<file path="src/rtl/axis_seq_generator.sv">
// AXI4-Stream master that emits packetised numeric sequences.
// The sequence can be geometric, arithmetic, Galois-LFSR or constant.
// Mode, step and packet length are latched at every packet start.
// The seed is latched only when leaving IDLE, so back-to-back packets
// continue one unbroken sequence. All outputs come straight from registers.
module axis_seq_generator #(
  parameter int DATA_SIZE = 32,
  parameter int LEN_WIDTH = 16,
  parameter int CNT_WIDTH = 16
) (
  input  logic                   m00_axis_aclk,
  input  logic                   m00_axis_areset,
  input  logic                   m00_axis_enable,
  input  logic [1:0]             cfg_mode,
  input  logic [DATA_SIZE-1:0]   cfg_step,
  input  logic [DATA_SIZE-1:0]   cfg_seed,
  input  logic [LEN_WIDTH-1:0]   cfg_pkt_len,
  input  logic                   m00_axis_tready,
  output logic [DATA_SIZE-1:0]   m00_axis_tdata,
  output logic [DATA_SIZE/8-1:0] m00_axis_tstrb,
  output logic                   m00_axis_tvalid,
  output logic                   m00_axis_tlast,
  output logic                   busy,
  output logic [CNT_WIDTH-1:0]   pkt_count
);

  localparam int STRB_W = DATA_SIZE / 8;
  localparam logic [LEN_WIDTH-1:0] LEN_ONE = {{(LEN_WIDTH-1){1'b0}}, 1'b1};
  localparam logic [CNT_WIDTH-1:0] CNT_ONE = {{(CNT_WIDTH-1){1'b0}}, 1'b1};
  localparam logic [1:0] MODE_MUL   = 2'd0;
  localparam logic [1:0] MODE_ADD   = 2'd1;
  localparam logic [1:0] MODE_LFSR  = 2'd2;
  localparam logic [1:0] MODE_CONST = 2'd3;

  typedef enum logic [0:0] {
    ST_IDLE   = 1'b0,
    ST_STREAM = 1'b1
  } state_t;

  // Registered state and outputs
  state_t                 state_r;
  logic [DATA_SIZE-1:0]   tdata_r;
  logic [STRB_W-1:0]      tstrb_r;
  logic                   tvalid_r;
  logic                   tlast_r;
  logic                   busy_r;
  logic [CNT_WIDTH-1:0]   pkt_count_r;
  logic [LEN_WIDTH-1:0]   beat_r;
  logic [LEN_WIDTH-1:0]   len_r;
  logic [1:0]             mode_r;
  logic [DATA_SIZE-1:0]   step_r;

  // Next-state values
  state_t                 state_nxt_s;
  logic [DATA_SIZE-1:0]   tdata_nxt_s;
  logic [STRB_W-1:0]      tstrb_nxt_s;
  logic                   tvalid_nxt_s;
  logic                   tlast_nxt_s;
  logic                   busy_nxt_s;
  logic [CNT_WIDTH-1:0]   pkt_count_nxt_s;
  logic [LEN_WIDTH-1:0]   beat_nxt_s;
  logic [LEN_WIDTH-1:0]   len_nxt_s;
  logic [1:0]             mode_nxt_s;
  logic [DATA_SIZE-1:0]   step_nxt_s;

  // Helper terms
  logic                   handshake_s;
  logic                   last_beat_s;
  logic [LEN_WIDTH-1:0]   cfg_len_s;
  logic [DATA_SIZE-1:0]   seq_next_s;

  // Sequence step. Every result is truncated to DATA_SIZE bits.
  function automatic logic [DATA_SIZE-1:0] next_value(
    input logic [1:0]           mode,
    input logic [DATA_SIZE-1:0] cur,
    input logic [DATA_SIZE-1:0] step
  );
    logic [DATA_SIZE-1:0] res;
    case (mode)
      MODE_MUL:   res = cur * step;
      MODE_ADD:   res = cur + step;
      MODE_LFSR:  res = (cur >> 1) ^ (cur[0] ? step : {DATA_SIZE{1'b0}});
      MODE_CONST: res = cur;
      default:    res = cur;
    endcase
    return res;
  endfunction

  assign handshake_s = tvalid_r & m00_axis_tready;
  assign last_beat_s = (beat_r == (len_r - LEN_ONE));
  // A packet length of zero is treated as one beat.
  assign cfg_len_s   = (cfg_pkt_len == {LEN_WIDTH{1'b0}}) ? LEN_ONE : cfg_pkt_len;
  // The step uses the configuration latched for the packet being sent.
  assign seq_next_s  = next_value(mode_r, tdata_r, step_r);

  // Next-state and next-output logic; every register holds by default.
  always_comb begin
    state_nxt_s     = state_r;
    tdata_nxt_s     = tdata_r;
    tstrb_nxt_s     = tstrb_r;
    tvalid_nxt_s    = tvalid_r;
    tlast_nxt_s     = tlast_r;
    pkt_count_nxt_s = pkt_count_r;
    beat_nxt_s      = beat_r;
    len_nxt_s       = len_r;
    mode_nxt_s      = mode_r;
    step_nxt_s      = step_r;

    case (state_r)
      ST_IDLE: begin
        tvalid_nxt_s = 1'b0;
        tlast_nxt_s  = 1'b0;
        tstrb_nxt_s  = {STRB_W{1'b0}};
        if (m00_axis_enable) begin
          mode_nxt_s   = cfg_mode;
          step_nxt_s   = cfg_step;
          len_nxt_s    = cfg_len_s;
          tdata_nxt_s  = cfg_seed;
          beat_nxt_s   = {LEN_WIDTH{1'b0}};
          tvalid_nxt_s = 1'b1;
          tstrb_nxt_s  = {STRB_W{1'b1}};
          tlast_nxt_s  = (cfg_len_s == LEN_ONE);
          state_nxt_s  = ST_STREAM;
        end else begin
          state_nxt_s  = ST_IDLE;
        end
      end

      ST_STREAM: begin
        if (!handshake_s) begin
          // Stall: the beat stays on the bus unchanged.
          state_nxt_s = ST_STREAM;
        end else if (!last_beat_s) begin
          tdata_nxt_s = seq_next_s;
          beat_nxt_s  = beat_r + LEN_ONE;
          tlast_nxt_s = ((beat_r + LEN_ONE) == (len_r - LEN_ONE));
        end else begin
          pkt_count_nxt_s = pkt_count_r + CNT_ONE;
          if (m00_axis_enable) begin
            // Back-to-back packet: the sequence continues and is not re-seeded.
            mode_nxt_s   = cfg_mode;
            step_nxt_s   = cfg_step;
            len_nxt_s    = cfg_len_s;
            tdata_nxt_s  = seq_next_s;
            beat_nxt_s   = {LEN_WIDTH{1'b0}};
            tlast_nxt_s  = (cfg_len_s == LEN_ONE);
            tvalid_nxt_s = 1'b1;
            state_nxt_s  = ST_STREAM;
          end else begin
            tvalid_nxt_s = 1'b0;
            tlast_nxt_s  = 1'b0;
            tstrb_nxt_s  = {STRB_W{1'b0}};
            state_nxt_s  = ST_IDLE;
          end
        end
      end

      default: begin
        // An illegal state encoding falls back to a quiet IDLE.
        state_nxt_s  = ST_IDLE;
        tvalid_nxt_s = 1'b0;
        tlast_nxt_s  = 1'b0;
        tstrb_nxt_s  = {STRB_W{1'b0}};
      end
    endcase

    busy_nxt_s = (state_nxt_s != ST_IDLE);
  end

  // State and output registers, with synchronous reset taking priority.
  always_ff @(posedge m00_axis_aclk) begin
    if (m00_axis_areset) begin
      state_r     <= ST_IDLE;
      tdata_r     <= {DATA_SIZE{1'b0}};
      tstrb_r     <= {STRB_W{1'b0}};
      tvalid_r    <= 1'b0;
      tlast_r     <= 1'b0;
      busy_r      <= 1'b0;
      pkt_count_r <= {CNT_WIDTH{1'b0}};
      beat_r      <= {LEN_WIDTH{1'b0}};
      len_r       <= LEN_ONE;
      mode_r      <= MODE_MUL;
      step_r      <= {DATA_SIZE{1'b0}};
    end else begin
      state_r     <= state_nxt_s;
      tdata_r     <= tdata_nxt_s;
      tstrb_r     <= tstrb_nxt_s;
      tvalid_r    <= tvalid_nxt_s;
      tlast_r     <= tlast_nxt_s;
      busy_r      <= busy_nxt_s;
      pkt_count_r <= pkt_count_nxt_s;
      beat_r      <= beat_nxt_s;
      len_r       <= len_nxt_s;
      mode_r      <= mode_nxt_s;
      step_r      <= step_nxt_s;
    end
  end

  assign m00_axis_tdata  = tdata_r;
  assign m00_axis_tstrb  = tstrb_r;
  assign m00_axis_tvalid = tvalid_r;
  assign m00_axis_tlast  = tlast_r;
  assign busy            = busy_r;
  assign pkt_count       = pkt_count_r;

endmodule

</file>
<file path="config.mk">
export PLATFORM = sky130hd
export DESIGN_NAME = axis_seq_generator
export DESIGN_NICKNAME = d
export VERILOG_FILES = /design/src/rtl/axis_seq_generator.sv
export SDC_FILE = /design/constraint.sdc
export NUM_CORES = 2
export LEC_CHECK = 0
export BUFFER_PORTS_ARGS = -buffer_cell sky130_fd_sc_hd__clkbuf_2
export CAP_MARGIN = 20
export CORE_UTILIZATION = 36
export CTS_CLUSTER_DIAMETER = 200
export CTS_CLUSTER_SIZE = 24
export DETAILED_ROUTE_END_ITERATION = 16
export PLACE_DENSITY_LB_ADDON = 0.08
export SLEW_MARGIN = 20
export SYNTH_ARGS = -nofsm -noshare
export SYNTH_HDL_FRONTEND = slang
export SYNTH_SLANG_ARGS = --single-unit
</file>
<file path="constraint.sdc">
create_clock -name m00_axis_aclk -period 11.9 [get_ports m00_axis_aclk]
set_input_delay 1.19 -clock m00_axis_aclk [delete_from_list [all_inputs] [get_ports m00_axis_aclk]]
set_output_delay 1.19 -clock m00_axis_aclk [all_outputs]
set_load 0.01 [all_outputs]
</file>
==> impl_metrics.csv <==
group,metric,value,unit
finish,stdcell_area,26260,sq um
floorplanning,initial_core_util,36.55,%
synth,synth_commonest_cells,"fa_1 (409), inv_1 (409), and2_1 (313)",
grt,grt_overflow_total,0,
critical_path,start_kind,"register",
hold_path,hp-class,"register to register",
clock_network,cts.sinks,118,
synth,synth_top_area_cell,"fa_1",
sta,worst_slew_pin_slew,1.126,ns
hold_path,min_to,"m00_axis_tvalid$_SDFFE_PP0P_",
synth,synth.area.top_cells,"fa_1 (34%), dfxtp_1 (9.8%), ha_1 (8.3%)",
detailed_routing,postRouteWirelength,86.41,mm
sta,drv_slew,0,
detailed_routing,drtIter0Drc,1126,
placement,port-buffer-count,140,
detailed_routing,viasPerCell,5.325,
detailed_routing,ant_nets,0,
clock_network,post_cts.repair.setup_buffers,0,
grt,grt_usage,26.38,%
floorplanning,die_w,260.8,um
synth,yosysWarnings,0,
grt,grt_pass1_vias,20900,
floorplanning,io_pins,141,
sta,period_needed,8.002,ns
synth,seq_area_frac_synth,9.796,%
floorplanning,die_area,68030,sq um
sta,holdWs,0.4675,ns
clock_network,cts_resized,0,
sta,setup_violations,0,
critical_path,critPathKind,"register to register",
sta,final.setup_skew,0.03784,ns
synth,synthCells,2780,
pwr,power.density,97.93,nW/um^2
synth,synth_edf_count,0,
clock_network,clockRootBuffer,"clkbuf_16",
grt,grt_max_degree,85,
grt,grt_pass1_wl,132.3,mm
critical_path,critical_path.max_fanout,20,
synth,synthFlopType,"dfxtp_1",
clock_network,numCtsBuffers,17,
finish,layout.nets,3482,
clock_network,cts_tree,"built",
floorplanning,rows,94,
critical_path,cp.required,12.24,ns
synth,synth_seq_cells,118,
synth,synthesis.area,24120,sq um
sta,grt_setup_unrepaired,"false",
grt,antenna_found_initial,3,
synth,syn_avg_cell_area,8.675,sq um
detailed_routing,wl_per_cell,23.32,um
floorplanning,fp.dieH,260.8,um
finish,syn2layout_area_growth,8.908,%
synth,synth_top_area_share,33.95,%
detailed_routing,drt_pass1_iterations,11,
clock_network,clock_latency,0.49,ns
synth,yosysUniqueCellTypes,78,
finish,layout-drive-gt1-share,9.085,%
sta,final.setup.tns,0,ns
detailed_routing,drc,2,
sta,relSlewSlack,24.77,%
critical_path,critical_path_arrival,8.34,ns
critical_path,ff2ff_setup_slack,3.90,ns
sta,fin_crit_sh,67.24,%
critical_path,endpoint_kind,"register",
clock_network,cts_htree_levels,4,
clock_network,clock_path_buffers,2,
placement,dpl-instance-area,25690,sq um
pwr,power.leakage,12.46,nW
hold_path,min_from,"m00_axis_tvalid$_SDFFE_PP0P_",
finish,num-fill-cells,6674,
floorplanning,fp.coreArea,65980,sq um
synth,async_flop_share,0,%
critical_path,r2r_end,"m00_axis_tdata[23]$_SDFFE_PP0P_",
outcome,outcome,"finished, violations left",
detailed_routing,via_count,19730,
critical_path,worstReg2RegStart,"step_r[6]$_SDFFE_PP0P_",
placement,dp_hpwl,66.37,mm
sta,hold_viol_final,0,
pwr,ir_drop,0.00008629,V
clock_network,cts_hold_buf,0,
placement,place_congestion,0.9488,
sta,max_freq,125.0,MHz
run,drv_cap,0,
synth,syn_nets,3435,
outcome,violations,"design-rule violations",
critical_path,ff2ff_path_depth,22,
clock_network,path_clk_slew,0.07,ns
hold_path,hold-path-cell-count,2,
## state kept, by name, indices dropped and copies added, names as in the netlist
register,count
beat_r,16
busy,1
len_r,16
m00_axis_tdata,32
m00_axis_tlast,1
m00_axis_tstrb,1
m00_axis_tvalid,1
mode_r,2
pkt_count,16
step_r,32
## where the power goes
group / total, W / switching, W / internal, W / leakage (nW)
Sequential: 0.000531 / 0.000101 / 0.000430 / 0.965
Clock: 0.000566 / 0.000287 / 0.000279 / 0.278
Combinational: 0.00148 / 0.000930 / 0.000545 / 11.2
Total: 0.00257 / 0.00132 / 0.00125 / 12.5
## worst max-delay path by stage
stage                                         start                              end  slack (ns)
finish                       step_r[6]$_SDFFE_PP0P_  m00_axis_tdata[23]$_SDFFE_PP0P_        3.90
global route                 step_r[6]$_SDFFE_PP0P_  m00_axis_tdata[26]$_SDFFE_PP0P_        3.56
CTS                 m00_axis_tdata[15]$_SDFFE_PP0P_  m00_axis_tdata[30]$_SDFFE_PP0P_        3.92
detailed placement  m00_axis_tdata[15]$_SDFFE_PP0P_  m00_axis_tdata[30]$_SDFFE_PP0P_        3.94
global placement             step_r[6]$_SDFFE_PP0P_  m00_axis_tdata[30]$_SDFFE_PP0P_        4.01
floorplan           m00_axis_tdata[12]$_SDFFE_PP0P_  m00_axis_tdata[30]$_SDFFE_PP0P_        4.71
## placed cells by master (no fill, tap or decap), types with 20 or more instances in the layout
cell      instances
o21ai_0          59
nand2_1         279
a21oi_1          84
nor3_1           35
and2_1          313
xor2_1           53
clkbuf_2        139
mux2i_1          62
dfxtp_1         114
a211oi_1         34
inv_1           409
a21o_1           20
xnor2_1         125
nand3_1          31
ha_1            160
buf_4            52
fa_1            409
nor2_1          145
## metrics by stage
| step | total power [W] | cells | setup WS (ns) | util, % |
|---|---|---|---|---|
| after floorplan | 0.001442 | 2780 | 4.708 | - |
| after global placement | 0.001991 | 3670 | 4.015 | 38.87 |
| after detailed placement | 0.001995 | 3672 | 3.939 | 38.93 |
| after CTS | 0.002584 | 3704 | 3.921 | 39.80 |
| after global routing | 0.002751 | 3704 | 3.559 | 39.80 |
| final | 0.002572 | 3705 | 3.898 | 39.81 |
## final cells by class
cell class                 instances  area (sq um)  area share (%)
multi-input combinational       2088         19580           74.54
sequential                       118          2367           9.013
inverter                         409          1535           5.845
timing repair buffer             193          1126           4.288
tap                              864          1081           4.116
clock buffer                      17         425.4           1.620
clock inverter                    15         148.9          0.5669
antenna                            1         2.502        0.009528
## critical path, cell delays in order, from the launching register on
cell,delay (ns)
dfxtp_1,1.03
buf_4,0.35
ha_1,0.46
fa_1,0.52
fa_1,0.52
inv_1,0.06
fa_1,0.42
fa_1,0.52
inv_1,0.04
ha_1,0.26
ha_1,0.28
fa_1,0.51
fa_1,0.44
ha_1,0.38
a21o_1,0.21
a21oi_1,0.20
o22a_1,0.22
nand2_1,0.14
a311oi_1,0.41
nor2b_1,0.22
xnor2_1,0.28
o22ai_1,0.13
o41ai_1,0.27
## per-layer routing
metal	global-route usage, %	up-vias	wire length (um)
met4	6.335	4	1817
met3	4.002	107	5158
met2	42.14	653	39370
li1	-	8920	-
met1	37.26	10050	40050
met5	0	-	15
## cell families after synthesis
| group | after synthesis | share of synthesized area, % |
|---|---|---|
| AO/OA/AOI/OAI | 344 | 9.681 |
| XOR/XNOR | 180 | 6.651 |
| adder cells (fa/ha/maj) | 569 | 42.25 |
| buffers and inverters | 574 | 9.074 |
| flip-flops | 118 | 9.796 |
| multiplexers | 67 | 2.807 |
| AND/OR/NAND/NOR | 928 | 19.74 |
No activity file was read; power rests on OpenSTA's default activity.
